[src/rtl/ctr_loader_pkg.sv]
// Shared types and constants for the counter loader: FSM states, default
// readback offsets and the offset-code encodings.
package ctr_loader_pkg;

    typedef enum logic [1:0] {
        ST_IDLE  = 2'd0,
        ST_WRITE = 2'd1,
        ST_READ  = 2'd2,
        ST_RESP  = 2'd3
    } state_t;

    localparam int unsigned OFS1_DEF = 30;
    localparam int unsigned OFS2_DEF = 60;

    localparam logic [1:0] OFS_CODE_0 = 2'b00;
    localparam logic [1:0] OFS_CODE_1 = 2'b01;
    localparam logic [1:0] OFS_CODE_2 = 2'b10;
    localparam logic [1:0] OFS_CODE_3 = 2'b11;

    // Amount the counter adds to its readback for a given offset code.
    function automatic logic [7:0] offset_add(input logic [1:0] code,
                                              input logic [7:0] ofs1,
                                              input logic [7:0] ofs2);
        case (code)
            OFS_CODE_1: return ofs1;
            OFS_CODE_2: return ofs2;
            default:    return 8'd0;
        endcase
    endfunction

endpackage

[src/rtl/ctr_loader.sv]
// Loads a value into an external counter, reads it back through an offset
// select, and reports the readback with a mismatch flag and error count.
//
// state    | meaning
// ---------+------------------------------------------------------------
// ST_IDLE  | ready for a request; latch it on ReqValid
// ST_WRITE | one-cycle WriteEn pulse carrying the latched value
// ST_READ  | one cycle driving the read offset; capture CtrValOut at end
// ST_RESP  | hold response until RspReady
module ctr_loader
    import ctr_loader_pkg::*;
#(
    parameter int unsigned OFS1 = OFS1_DEF,
    parameter int unsigned OFS2 = OFS2_DEF
) (
    input  logic       Clk,
    input  logic       Reset,
    input  logic       ReqValid,
    output logic       ReqReady,
    input  logic       ReqWrite,
    input  logic [7:0] ReqVal,
    input  logic [1:0] ReqOffset,
    output logic       WriteEn,
    output logic [7:0] ValIn,
    output logic [1:0] Offset,
    input  logic [7:0] CtrValOut,
    output logic       RspValid,
    input  logic       RspReady,
    output logic [7:0] RspData,
    output logic       RspErr,
    output logic [7:0] ErrCount
);

    state_t     state;
    logic       lat_write;
    logic [7:0] lat_val;
    logic [1:0] lat_ofs;
    logic [7:0] expected;
    logic       mismatch;

    assign expected = lat_val + offset_add(lat_ofs, 8'(OFS1), 8'(OFS2));
    // Read-only requests have no reference value, so they never flag.
    assign mismatch = lat_write && (CtrValOut != expected);

    always_ff @(posedge Clk or negedge Reset) begin
        if (!Reset) begin
            state     <= ST_IDLE;
            lat_write <= 1'b0;
            lat_val   <= 8'h00;
            lat_ofs   <= 2'b00;
            ReqReady  <= 1'b1;
            WriteEn   <= 1'b0;
            ValIn     <= 8'h00;
            Offset    <= OFS_CODE_0;
            RspValid  <= 1'b0;
            RspData   <= 8'h00;
            RspErr    <= 1'b0;
            ErrCount  <= 8'h00;
        end else begin
            case (state)
                ST_IDLE: begin
                    if (ReqValid && ReqReady) begin
                        lat_write <= ReqWrite;
                        lat_val   <= ReqVal;
                        lat_ofs   <= ReqOffset;
                        ReqReady  <= 1'b0;
                        if (ReqWrite) begin
                            state   <= ST_WRITE;
                            WriteEn <= 1'b1;
                            ValIn   <= ReqVal;
                        end else begin
                            state  <= ST_READ;
                            Offset <= ReqOffset;
                        end
                    end
                end
                ST_WRITE: begin
                    WriteEn <= 1'b0;
                    ValIn   <= 8'h00;
                    Offset  <= lat_ofs;
                    state   <= ST_READ;
                end
                ST_READ: begin
                    Offset   <= OFS_CODE_0;
                    RspData  <= CtrValOut;
                    RspErr   <= mismatch;
                    RspValid <= 1'b1;
                    if (mismatch && (ErrCount != 8'hFF))
                        ErrCount <= ErrCount + 8'd1;
                    state <= ST_RESP;
                end
                ST_RESP: begin
                    if (RspReady) begin
                        RspValid <= 1'b0;
                        ReqReady <= 1'b1;
                        state    <= ST_IDLE;
                    end
                end
                default: begin
                    state    <= ST_IDLE;
                    ReqReady <= 1'b1;
                    WriteEn  <= 1'b0;
                    ValIn    <= 8'h00;
                    Offset   <= OFS_CODE_0;
                    RspValid <= 1'b0;
                end
            endcase
        end
    end

endmodule

[config.mk]
export PLATFORM = sky130hd
export DESIGN_NAME = ctr_loader
export DESIGN_NICKNAME = d
export VERILOG_FILES = /design/src/rtl/ctr_loader_pkg.sv /design/src/rtl/ctr_loader.sv
export SDC_FILE = /design/constraint.sdc
export NUM_CORES = 1
export LEC_CHECK = 0
export ABC_CLOCK_PERIOD_IN_PS = 3100
export CAP_MARGIN = 20
export CORE_ASPECT_RATIO = 0.7
export CORE_MARGIN = 2
export CORE_UTILIZATION = 49
export CTS_CLUSTER_SIZE = 40
export DETAILED_ROUTE_END_ITERATION = 7
export DONT_BUFFER_PORTS = 1
export GPL_ROUTABILITY_DRIVEN = 0
export GPL_TIMING_DRIVEN = 1
export MAX_ROUTING_LAYER = met4
export PLACE_DENSITY = 0.62
export REMOVE_ABC_BUFFERS = 1
export SYNTH_ARGS = -nofsm -noshare
export SYNTH_HDL_FRONTEND = slang
export SYNTH_SLANG_ARGS = --single-unit
[constraint.sdc]
create_clock -name Clk -period 3.1 [get_ports Clk]
set_input_delay 0.62 -clock Clk [delete_from_list [all_inputs] [get_ports Clk]]
set_output_delay 0.62 -clock Clk [all_outputs]
set_load 0.05 [all_outputs]
### Word-level counts from Yosys, hierarchy flattened

Index checks and enable logic that the tools add are counted.

* output and inout bits: 30
* bits in registers: 43

* reduce and logical (&&, ||, !) cells: 15
* muxes and demuxes: 19
* add/subtract/negate cells: 2
* equality and inequality tests: 11

Operators with widths (number)
* $mux W8: 2
* $pmux W8 S2: 1
* $pmux W6 S2: 1
* $mux W2: 5
* $reduce_and A3 Y1: 3
* $add A8 B1 Y8 const B: 1
* $add A8 B8 Y8: 1
* $ne A2 B2 Y1 const B: 4
* $ne A8 B8 Y1: 1
* $ne A8 B8 Y1 const B: 1
* $pmux W2 S4: 1
* $reduce_and A2 Y1: 4
* $eq A2 B2 Y1 const B: 3
* $pmux W1 S2: 3
* $pmux W2 S3: 1
* $reduce_bool A2 Y1: 3
* $mux W1: 5
* $eq A2 B1 Y1 const B: 2
* $logic_and A1 B1 Y1: 3
* $reduce_bool A3 Y1: 1
* $logic_not A2 Y1: 1

### Logic depth before layout (Yosys ltp)

* depth in word-level cells: 7
* depth in mapped cells: 12

### Worst setup path after synthesis

OpenSTA, ideal clock, no wires.

* path type: reg-to-reg
* start: register lat_ofs[1]
* end: register ErrCount[1]
* stages on the path, launching flop included: 13
* period minus slack after synthesis: 2.740 ns
* arrival time: 2.613 ns
* slack: 0.360 ns
* required time: 2.972 ns
* cells stage by stage: dfrtp_1 -> inv_1 -> ha_1 -> ha_1 -> inv_1 -> fa_1 -> nand3b_1 -> a21boi_0 -> o21ai_0 -> xnor2_1 -> nor4_4 -> or3_4 -> mux2_1

* cells in the longest elaborated chain, start to end: 7

Ends and longest elaborated chain
* start, declared: RTL line ctr_loader.sv:37 `logic [1:0] lat_ofs;`
* start signal, assigned: RTL line ctr_loader.sv:65 `lat_ofs <= ReqOffset;`
* $eq A2 B2 Y1 or $eq A2 B1 Y1 (tied branches): RTL line ctr_loader_pkg.sv:24 `case (code)`
* $pmux W6 S2 (*): RTL line ctr_loader_pkg.sv:24
* $add A8 B8 Y8 (*): RTL line ctr_loader.sv:41 `assign expected = lat_val + offset_add(lat_ofs, 8'(OFS1), 8'(OFS2));`
* $ne A8 B8 Y1 (*): RTL line ctr_loader.sv:43 `assign mismatch = lat_write && (CtrValOut != expected);`
* $logic_and A1 B1 Y1 (*): RTL line ctr_loader.sv:43
* $logic_and A1 B1 Y1 (*): RTL line ctr_loader.sv:88 `if (mismatch && (ErrCount != 8'hFF))`
* $reduce_and A2 Y1 (no source line) (*)
* end signal, assigned: RTL line ctr_loader.sv:89 `ErrCount <= ErrCount + 8'd1;`
* end, declared: RTL line ctr_loader.sv:31 `output logic [7:0] ErrCount`

Every way passes the cells marked *; elsewhere a longest branch is shown, timed or not.
A chain may end at the register's enable or synchronous reset.

### Worst setup path after layout

* start: register lat_ofs[1]
* end: register ErrCount[6]

Same word-level chain as after synthesis.

==> results.yml <==
outcome:
  status: "finished clean"
cts:
  clockRootBuffer: "clkbuf_8"
  cts_tree: "done"
  cts.sinks: 43
  cts_inserted_buffers: 5
  clockBufferDepth: 2
  clk_latency_ns: 0.29
  htreeDepth: 2
  path_clk_slew_ns: 0.08
worst_setup_path:
  start_kind: "flop"
  crit_fanout: 7
  required_ns: 3.28
  end_kind: "flop"
  worstSetupPathType: "reg -> reg"
  crit_arrival_ns: 3.05
logic_synthesis:
  synth_cell_type_count: 35
  netlist_instances: 180
  yosysTopAreaCell: "dfrtp_1"
  synth.avg_cell_area_um2: 11.9
  yosysWarnings: 0
  synthFlopType: "dfrtp_1"
  synth-async-reset-ratio_pct: 100
  syn_area_um2: 2140
  yosysSeqAreaShare_pct: 50.4
  yosys-top-cells-area: "dfrtp_1 (49%), mux2_2 (9.5%), ha_1 (7.0%)"
  yosysTopAreaCellShare_pct: 49.2
  synth-edff-count: 0
  ys_ff_latch: 43
die:
  num_rows: 20
  ios: 53
  core_um2: 4250
  initial_core_util_pct: 50.2
  dieArea_um2: 4910
  die_w_um: 82.9
  die_y_um: 59.2
cells_and_area:
  final_common_cell: "dfrtp_1"
  final_nets: 228
  area_growth_pct: 11.9
  multiInputGateArea_um2: 1030
  seq_area_um2: 1080
  final_cell_mix: "dfrtp_1 (42), mux2_2 (18), inv_1 (12)"
  fill_cells: 381
  instances_no_fill: 248
  drive_above_1_share_pct: 21.2
  n_antenna_cell: 0
  stdcell_area_um2: 2390
sta:
  final_hold_viol_count: 0
  slew-limit-headroom_pct: 43.4
  tns_ns: 0
  worst_pin_slew_ns: 0.847
  fin_crit_ns: 2.87
  finClkSkew_ns: 0.00498
  rsz0062_at_grt: "no"
  fin_ws_ns: 0.226
  period_share_pct: 92.7
  clock.fmax_mhz: 348
  drv_slew: 0
  setup_violations: 0
global_route:
  grt_max_degree: 44
  grtUsageTotal_pct: 20.0
  grt_pass1_vias: 1445
  antenna_found_initial: 0
  grt_pass1_wl_um: 7310
  gr-total-overflow: 0
drt:
  ant_nets: 0
  wirelength_um: 4530
  drtPass1Iterations: 4
  drt_first_iter_violations: 80
  post_drt_wl_per_cell_um: 18.3
  via_count: 1376
  drc_errors: 0
  via_per_inst: 5.55
run:
  maxCapViolCount: 0
min_path:
  hp-class: "in -> async"
placement:
  post-dp-hpwl_um: 3190
  dp_slack_ns: 0.0887
  numPortBuffers: 0
  placed_cells: 236
  place_area_um2: 2220
[flip-flops by register name, summed over array words and instances, names as in the netlist]
signal     cells
ReqReady       1
RspValid       1
Offset         2
WriteEn        1
state          2
lat_write      1
lat_val        8
RspData        8
ValIn          8
lat_ofs        2
RspErr         1
ErrCount       8
[cells by family after synthesis]
group,synth area share (%)
buffers and inverters,2.46
AO/OA/AOI/OAI,9.90
XOR/XNOR,7.79
adder cells (fa/ha/maj),7.97
flip-flops,50.4
AND/OR/NAND/NOR,10.4
multiplexers,11.0
[cell usage after synthesis, drive strengths merged (2+ instances only)]
cell type,number
a21boi,2
a21oi,7
a22o,8
a31oi,2
clkbuf,2
dfrtp,42
ha,12
inv,12
mux2,20
nand2,9
nand3,4
nand4,4
nor2,8
nor2b,3
nor3,3
nor4,4
o21ai,7
o22ai,2
xnor2,9
xor2,10
[layout make-up]
cell class / count / area share [%]
Inverter: 12 / 1.88
Tap cell: 55 / 2.88
Clock buffer: 8 / 4.19
Sequential cell: 43 / 45.1
Multi-Input combinational cell: 123 / 43.1
Timing Repair Buffer: 7 / 2.83
[critical path: stages (launching register included)]
cell	delay [ns]
dfrtp_1	0.42
inv_1	0.07
ha_1	0.14
ha_2	0.18
inv_1	0.05
fa_2	0.34
nand3b_1	0.19
a21boi_1	0.15
o21ai_0	0.12
xnor2_1	0.26
nor4_4	0.06
buf_4	0.17
nor4_4	0.27
mux2_1	0.34
[routing by layer]
metal  track usage [%]  part of all wire (%)  up-vias
met2              28.0                    45       38
li1                  -                     -      654
met3              6.82                   6.4        5
met4              6.09                  0.82        0
met5                 -                     0        -
met1              27.6                    48      679
[path summary, 6_finish.rpt]
path	end	from	slack, ns	depth (start not counted)
worst max-delay path	ErrCount[6]	lat_ofs[1]	0.23	13
worst min-delay path	state[0]	Reset	0.02	0
worst max register to register	ErrCount[6]	lat_ofs[1]	0.23	13
worst min register to register	lat_write	lat_write	0.49	2
max in group asynchronous	RspErr	Reset	2.29	1
min in group Clk	RspValid	RspReady	0.43	1
[per-stage QoR]
step,hold WS [ns],util [%]
4_1_cts,0.0112,54.5
2_1_floorplan,0.324,-
6_report,0.0207,56.2
3_3_place_gp,0.326,52.2
5_1_grt,-0.000705,56.2
3_5_place_dp,0.326,52.2
[repair_timing]
item,in CTS,in global routing
hold buffers,0,2
hold endpoints to repair,0,22
setup endpoints to repair,0,2
setup buffers,0,2
gates resized for setup,0,6
Power is not shown: default switching activity piles up to over one toggle a cycle in this logic, so the estimate is an artifact.
